--- src/rtl/serial_sum_collector_pkg.sv ---
// Shared constants for the bit-serial adder datapath and its collector.
package serial_sum_collector_pkg;

  // Operand/sum width shared by bit_serial_adder, this collector and their benches.
  localparam int SSC_WIDTH = 8;
  localparam int SSC_CNT_W = $clog2(SSC_WIDTH);

  typedef enum logic [1:0] {
    ST_IDLE  = 2'd0,
    ST_SHIFT = 2'd1,
    ST_HOLD  = 2'd2
  } state_t;

endpackage

--- src/rtl/serial_sum_collector_bit_counter.sv ---
// Bit-position counter for the serial collector; flags the MSB position.
module serial_bit_counter #(
  parameter int WIDTH = 8,
  parameter int CNT_W = 3
) (
  input  logic clk,
  input  logic rst,
  input  logic clr,
  input  logic en,
  output logic last
);

  logic [CNT_W-1:0] cnt;

  assign last = (cnt == CNT_W'(WIDTH - 1));

  // Count collected bits; wrap to 0 after the MSB so cnt never exceeds WIDTH-1.
  always_ff @(posedge clk or negedge rst) begin
    if (!rst)          cnt <= '0;
    else if (clr)      cnt <= '0;
    else if (en)       cnt <= last ? '0 : cnt + 1'b1;
  end

endmodule

--- src/rtl/serial_sum_collector.sv ---
// Deserialises the LSB-first sum stream of bit_serial_adder into a parallel
// word plus final carry, offered downstream with a valid/ready handshake.
module serial_sum_collector
  import serial_sum_collector_pkg::*;
#(
  parameter int WIDTH = SSC_WIDTH,
  parameter int CNT_W = SSC_CNT_W
) (
  input  logic             clk,
  input  logic             rst,
  input  logic             start,
  input  logic             sum_bit,
  input  logic             carry_bit,
  input  logic             out_ready,
  output logic [WIDTH-1:0] sum_word,
  output logic             carry_out,
  output logic             out_valid,
  output logic             busy,
  output logic             overrun
);

  state_t           state, state_nxt;
  logic [WIDTH-1:0] shreg;
  logic [WIDTH-1:0] shift_nxt;
  logic             last;
  logic             cnt_clr, cnt_en;
  logic             shreg_clr, shift_en;
  logic             load, valid_clr, ovr_set;

  // New bit enters at the MSB so the LSB-first stream lands in natural order.
  assign shift_nxt = {sum_bit, shreg[WIDTH-1:1]};

  serial_bit_counter #(
    .WIDTH (WIDTH),
    .CNT_W (CNT_W)
  ) u_cnt (
    .clk  (clk),
    .rst  (rst),
    .clr  (cnt_clr),
    .en   (cnt_en),
    .last (last)
  );

  // Next-state and datapath control decode.
  always_comb begin
    state_nxt = state;
    cnt_clr   = 1'b0;
    cnt_en    = 1'b0;
    shreg_clr = 1'b0;
    shift_en  = 1'b0;
    load      = 1'b0;
    valid_clr = 1'b0;
    ovr_set   = 1'b0;
    case (state)
      ST_IDLE: begin
        if (start) begin
          state_nxt = ST_SHIFT;
          cnt_clr   = 1'b1;
          shreg_clr = 1'b1;
        end
      end
      ST_SHIFT: begin
        if (start) begin
          // Restart: the partial result is silently dropped.
          cnt_clr   = 1'b1;
          shreg_clr = 1'b1;
        end else begin
          shift_en = 1'b1;
          cnt_en   = 1'b1;
          if (last) begin
            load      = 1'b1;
            state_nxt = ST_HOLD;
          end
        end
      end
      ST_HOLD: begin
        if (out_ready) begin
          valid_clr = 1'b1;
          if (start) begin
            state_nxt = ST_SHIFT;
            cnt_clr   = 1'b1;
            shreg_clr = 1'b1;
          end else begin
            state_nxt = ST_IDLE;
          end
        end else if (start) begin
          // Result still pending: the new addition is lost, remember that.
          ovr_set = 1'b1;
        end
      end
      default: state_nxt = ST_IDLE;
    endcase
  end

  // State, shift register and registered outputs.
  always_ff @(posedge clk or negedge rst) begin
    if (!rst) begin
      state     <= ST_IDLE;
      shreg     <= '0;
      sum_word  <= '0;
      carry_out <= 1'b0;
      out_valid <= 1'b0;
      busy      <= 1'b0;
      overrun   <= 1'b0;
    end else begin
      state <= state_nxt;
      busy  <= (state_nxt == ST_SHIFT);
      if (shreg_clr)     shreg <= '0;
      else if (shift_en) shreg <= shift_nxt;
      if (load) begin
        sum_word  <= shift_nxt;
        carry_out <= carry_bit;
        out_valid <= 1'b1;
      end else if (valid_clr) begin
        out_valid <= 1'b0;
      end
      if (ovr_set) overrun <= 1'b1;
    end
  end

endmodule

--- config.mk ---
export PLATFORM = sky130hd
export DESIGN_NAME = serial_sum_collector
export DESIGN_NICKNAME = d
export VERILOG_FILES = /design/src/rtl/serial_sum_collector_pkg.sv /design/src/rtl/serial_sum_collector_bit_counter.sv /design/src/rtl/serial_sum_collector.sv
export SDC_FILE = /design/constraint.sdc
export NUM_CORES = 1
export LEC_CHECK = 0
export CELL_PAD_IN_SITES_DETAIL_PLACEMENT = 0
export CELL_PAD_IN_SITES_GLOBAL_PLACEMENT = 2
export CORE_MARGIN = 1.5
export CORE_UTILIZATION = 35
export CTS_BUF_LIST = sky130_fd_sc_hd__clkbuf_2 sky130_fd_sc_hd__clkbuf_4 sky130_fd_sc_hd__clkbuf_8
export CTS_CLUSTER_DIAMETER = 80
export DETAILED_ROUTE_END_ITERATION = 7
export HOLD_SLACK_MARGIN = 0.12
export PLACE_DENSITY = 0.9
export SLEW_MARGIN = 20
export SYNTH_ARGS = -nofsm -noshare
export SYNTH_HDL_FRONTEND = slang
export SYNTH_SLANG_ARGS = --single-unit
--- constraint.sdc ---
create_clock -name clk -period 2 [get_ports clk]
set_input_delay 0.4 -clock clk [delete_from_list [all_inputs] [get_ports clk]]
set_output_delay 0.4 -clock clk [all_outputs]
set_load 0.05 [all_outputs]
# --- After elaboration in Yosys (flattened, before gate mapping) ---
# Cells that the tools add are included.
totals:
  register_bits: 25
  latchBits: 0
  mem_bits_rw: 0
  mem_bits_ro: 0
  inputBits: 6
  output_inout_bits: 12
  elab_cells: 42
  memories: 0
classes:
  addsub: 1
  mul: 0
  n_div: 0
  order_cmp: 0
  eq_ne: 4
  shift: 0
  muxes: 25
  bitwise: 0
  n_reduce_logical: 4
ops:
  columns: ["cell", "count"]
  rows:
  - ["8-bit 2-to-1 mux", 2]
  - ["1-bit 2-to-1 mux", 14]
  - ["3-bit 2-to-1 mux", 3]
  - ["2-bit 2-to-1 mux", 4]
  - ["2-bit one-hot mux with 3 select lines", 1]
  - ["2-bit by 1-bit == test with 1-bit output, second input constant", 2]
  - ["2-bit nonzero test", 2]
  - ["3-bit by 1-bit adder with 3-bit output, second input constant", 1]
  - ["3-bit == test, second input constant", 1]
  - ["2-bit == test, second input constant", 1]
  - ["2-bit zero test", 1]
  - ["1-bit one-hot mux with 2 select lines", 1]
  - ["2-bit OR reduction", 1]

# --- Longest topological paths before layout ---
# Gate-level depths: netlist (run 1).
depth:
  depth_word: 5
  depth_mapped: 5
  depth_no_buf: 4

# --- By module ---
# Synthesis (run 1) repeated with hierarchy kept, for this count alone.
unflattened:
  hier_cells: 84
  hier_area_um2: 1088.5
by_module_without_submodules:
  columns: ["mod", "instances", "cells_each", "area_per_inst_um2", "seq_area_each_um2"]
  rows:
  - ["serial_sum_collector", 1, 72, 937.1, 525.5]
  - ["serial_bit_counter", 1, 12, 151.4, 75.1]

# --- Worst setup path before layout (run 1) ---
# OpenSTA, ideal clock, no wires.
synth_path:
  path_type: "reg2reg"
  from: "register u_cnt.cnt[0]"
  to: "register carry_out"
  setup_ps: 125
  arrival_ps: 1357
  t_required_ps: 1875
  slack_ps: 518
  stages_incl_launch_ff: 6
  path_buffers: 1
  synth_period_minus_slack_ps: 1482
  cell_sequence: "dfrtp_1 -> ha_1 -> ha_1 -> nor3b_4 -> buf_6 -> mux2_2"
synth_via:
  elab_chain_len: 4
synth_rtl:
  columns: ["element", "line_no", "rtl"]
  rows:
  - ["start: declaration", "serial_sum_collector_bit_counter.sv:13", "logic [CNT_W-1:0] cnt;"]
  - ["start signal: assignment", "serial_sum_collector_bit_counter.sv:21", "else if (en) cnt <= last ? '0 : cnt + 1'b1;"]
  - ["3-bit == test", "serial_sum_collector_bit_counter.sv:15", "assign last = (cnt == CNT_W'(WIDTH - 1));"]
  - ["1-bit 2-to-1 mux", "serial_sum_collector.sv:70", "if (last) begin"]
  - ["1-bit 2-to-1 mux", "serial_sum_collector.sv:63", "if (start) begin"]
  - ["1-bit 2-to-1 mux", "serial_sum_collector.sv:54", "case (state)"]
  - ["end signal: assignment", "serial_sum_collector.sv:112", "carry_out <= carry_bit;"]
  - ["end: declaration", "serial_sum_collector.sv:16", "output logic carry_out,"]
# No other way between the ends.
# A chain may end at the register's enable or synchronous reset.

# --- Final worst setup path (run 1) ---
layout_path:
  from: "register sum_word[0]"
  to: "output sum_word[0]"
layout_lines:
  columns: ["element", "line_no", "rtl"]
  rows:
  - ["start: declaration", "serial_sum_collector.sv:15", "output logic [WIDTH-1:0] sum_word,"]
  - ["start signal: assignment", "serial_sum_collector.sv:111", "sum_word <= shift_nxt;"]
# No word-level cell between the ends.

==> qor.txt, run 1 <==
Status -> completed
CORE AREA -> 2710 sq um
Max_cap viols -> 0
Final global-route overflow total -> 0
Static Leakage -> 0.565 nW
Crit-path max FO -> 2
Syn nets -> 89
Share of cells above drive strength 1 -> 0.180
Synth cell count leaders -> dfrtp_1, nand2_1, a21oi_1, mux2_2, buf_2
Total Power -> 0.875 mW
First-pass GRT wire length -> 2890 um
Setup TNS -> 0 ns
Initial core utilization -> 0.365
Post-synthesis sequential area ratio -> 0.608
Skew-Pair Late Insertion Delay -> 0.30 ns
Num CTS Buffers -> 3
Wire length per cell -> 12.6 um
Via-to-Cell Ratio -> 4.98
Pwr Density -> 720 nW/um^2
Synth Flop Type -> dfrtp_1
Slew Limit Headroom -> 0.565
# port buffers -> 17
Flops & latches, synth -> 24
Fmax -> 528 MHz
Asr flop ratio synth -> 1.00
Critical path class -> reg2out
# IOs -> 18
Post-CTS resize count -> 0
Largest stage delay, worst path -> 0.81 ns
Reg-to-reg setup timing slack -> 0.34 ns
Synth area leader -> dfrtp_1
Setup violations, final -> 0
Crit end category -> primary output
Cell variety after synth -> 18
Critical path data required time -> 1.60 ns
Reg clk slew, reported paths -> 0.12 ns
Worst IR Drop VDD -> 0.447 mV
Total number of vias -> 653
Mapped Cells -> 81
HPWL after DPL -> 1150 um
Actual slew at the worst max-slew pin -> 0.651 ns
Detail Route Antenna Nets -> 0
Cts hold-fix bufs -> 0
Startpoint types -> flop
Die width -> 56.1 um
Pin count of the biggest net entering global routing -> 25
Clock Path Buffers -> 2
Synth top area share -> 0.608
Slowest-stage cell, CP -> clkdlybuf4s50_1
Drt initial violations -> 4
Worst r2r dst -> sum_word[2]
CTS tree -> built
H-tree depth -> 1
Fill cells -> 278
Final Skew -> 0.00841 ns
Die Ht -> 56.1 um
Area growth, synth to finish -> 23.0%
Initial antenna violation count -> 0
Fin nets -> 110
Clock Root Buffer -> clkbuf_4
Syn. warnings -> 0
Number of global-route vias before repair -> 583
Setup Buffers After CTS -> 0
Wirelength, routed -> 1650 um
Largest cells by area after synthesis -> dfrtp_1, mux2_2, nand2_1, a21oi_1, ha_1
DR DRC count -> 0
# rows -> 19
All-layer global routing usage -> 0.122
Largest delay share family, worst path -> buffers and inverters
Tightest Hold Check Type -> in2async
RD Place Congestion -> 0.697
Die area -> 3150 sq um
Share of the cycle needed by the critical path after routing -> 0.948
Syn avg cell area -> 12.2 sq um
Diode count -> 0
Most instantiated library cell after synthesis -> dfrtp_1
Worst path cell trace -> clkdlybuf4s50_1
Crit path time final -> 1.90 ns
FF-to-FF Start -> u_cnt.cnt[0]
CP Data Arrival Time -> 1.50 ns
Fin. Hold Viols -> 0
Final Max Tran Viols -> 0
CTS Sinks -> 24
Unrepaired setup endpoints after global routing -> no
Worst R2R Path Depth -> 5
CP bufs+invs -> 1
TritonRoute pass-1 iters -> 3
Synthesized cell area -> 988 sq um
Post-synth EDFFs -> 0
## cell type report
type / instances / area, sq um / share of cell area
sequential: 24 / 601 / 0.494
clock buffer: 3 / 22.5 / 0.0185
timing repair buffer: 20 / 193 / 0.158
tap: 31 / 38.8 / 0.0319
multi-input combinational: 53 / 362 / 0.297
## power by group
part | internal (mW) | switching, mW | leakage (nW)
registers | 0.511 | 0.0146 | 0.318
clock network | 0.0702 | 0.129 | 0.0138
logic | 0.0591 | 0.0917 | 0.233
## state kept, by name (all words and copies together) (netlist names)
signal,count
carry_out,1
state,2
sum_word,8
out_valid,1
u_cnt.cnt,3
busy,1
overrun,1
shreg,7
## cell families after synthesis
family / share of synthesized area
flops: 0.608
simple gates: 0.149
mux: 0.103
fa+ha+maj: 0.0253
buf+inv: 0.0266
compound gates: 0.0886
## cells in the final DEF (no fill, tap or decap), types with 2 or more instances in the layout
cell / instances
dfrtp_1: 24
nand2_1: 18
clkdlybuf4s50_1: 17
a21oi_1: 10
mux2_2: 9
clkbuf_4: 3
buf_4: 3
o21bai_1: 2
nand3b_1: 2
a21o_1: 2
ha_1: 2
## how the worst max path moves through the flow
stage / start / to / slack, ns / depth (start not counted)
after CTS: sum_word[0] / sum_word[0] / 0.08 / 1
after global placement: start / sum_word[0] / 0.26 / 4
final: sum_word[0] / sum_word[0] / 0.10 / 1
after global routing: sum_word[0] / sum_word[0] / 0.04 / 1
after floorplan: u_cnt.cnt[0] / carry_out / 0.52 / 5
after detailed placement: start / carry_out / 0.24 / 4
## routing by layer
layer,GRT usage,share of wire,wire length [um],up-vias
met5,0,0,0,-
met1,0.169,0.48,790,328
met4,0.0816,0.023,38,0
met3,0.0302,0.030,49,4
met2,0.168,0.47,776,11
li1,-,-,-,310
## stage by stage
stage	cell area [sq um]	setup slack [ns]	util	hold slack (ns)	instances
4_1_cts	1220	0.0831	0.449	0.442	131
3_3_place_gp	1190	0.259	0.440	0.441	128
5_1_grt	1220	0.0396	0.449	0.435	131
3_5_place_dp	1190	0.244	0.440	0.453	128
6_report	1220	0.104	0.449	0.436	131
2_1_floorplan	988	0.518	-	0.104	81
Power figures use the tool's default switching activity.
==> run 2, diff against run 1 <==
Settings changed: CAP_MARGIN set to 20.
==> results of run 2 <==
Final layout, timing and power as in run 1 (identical DEF).
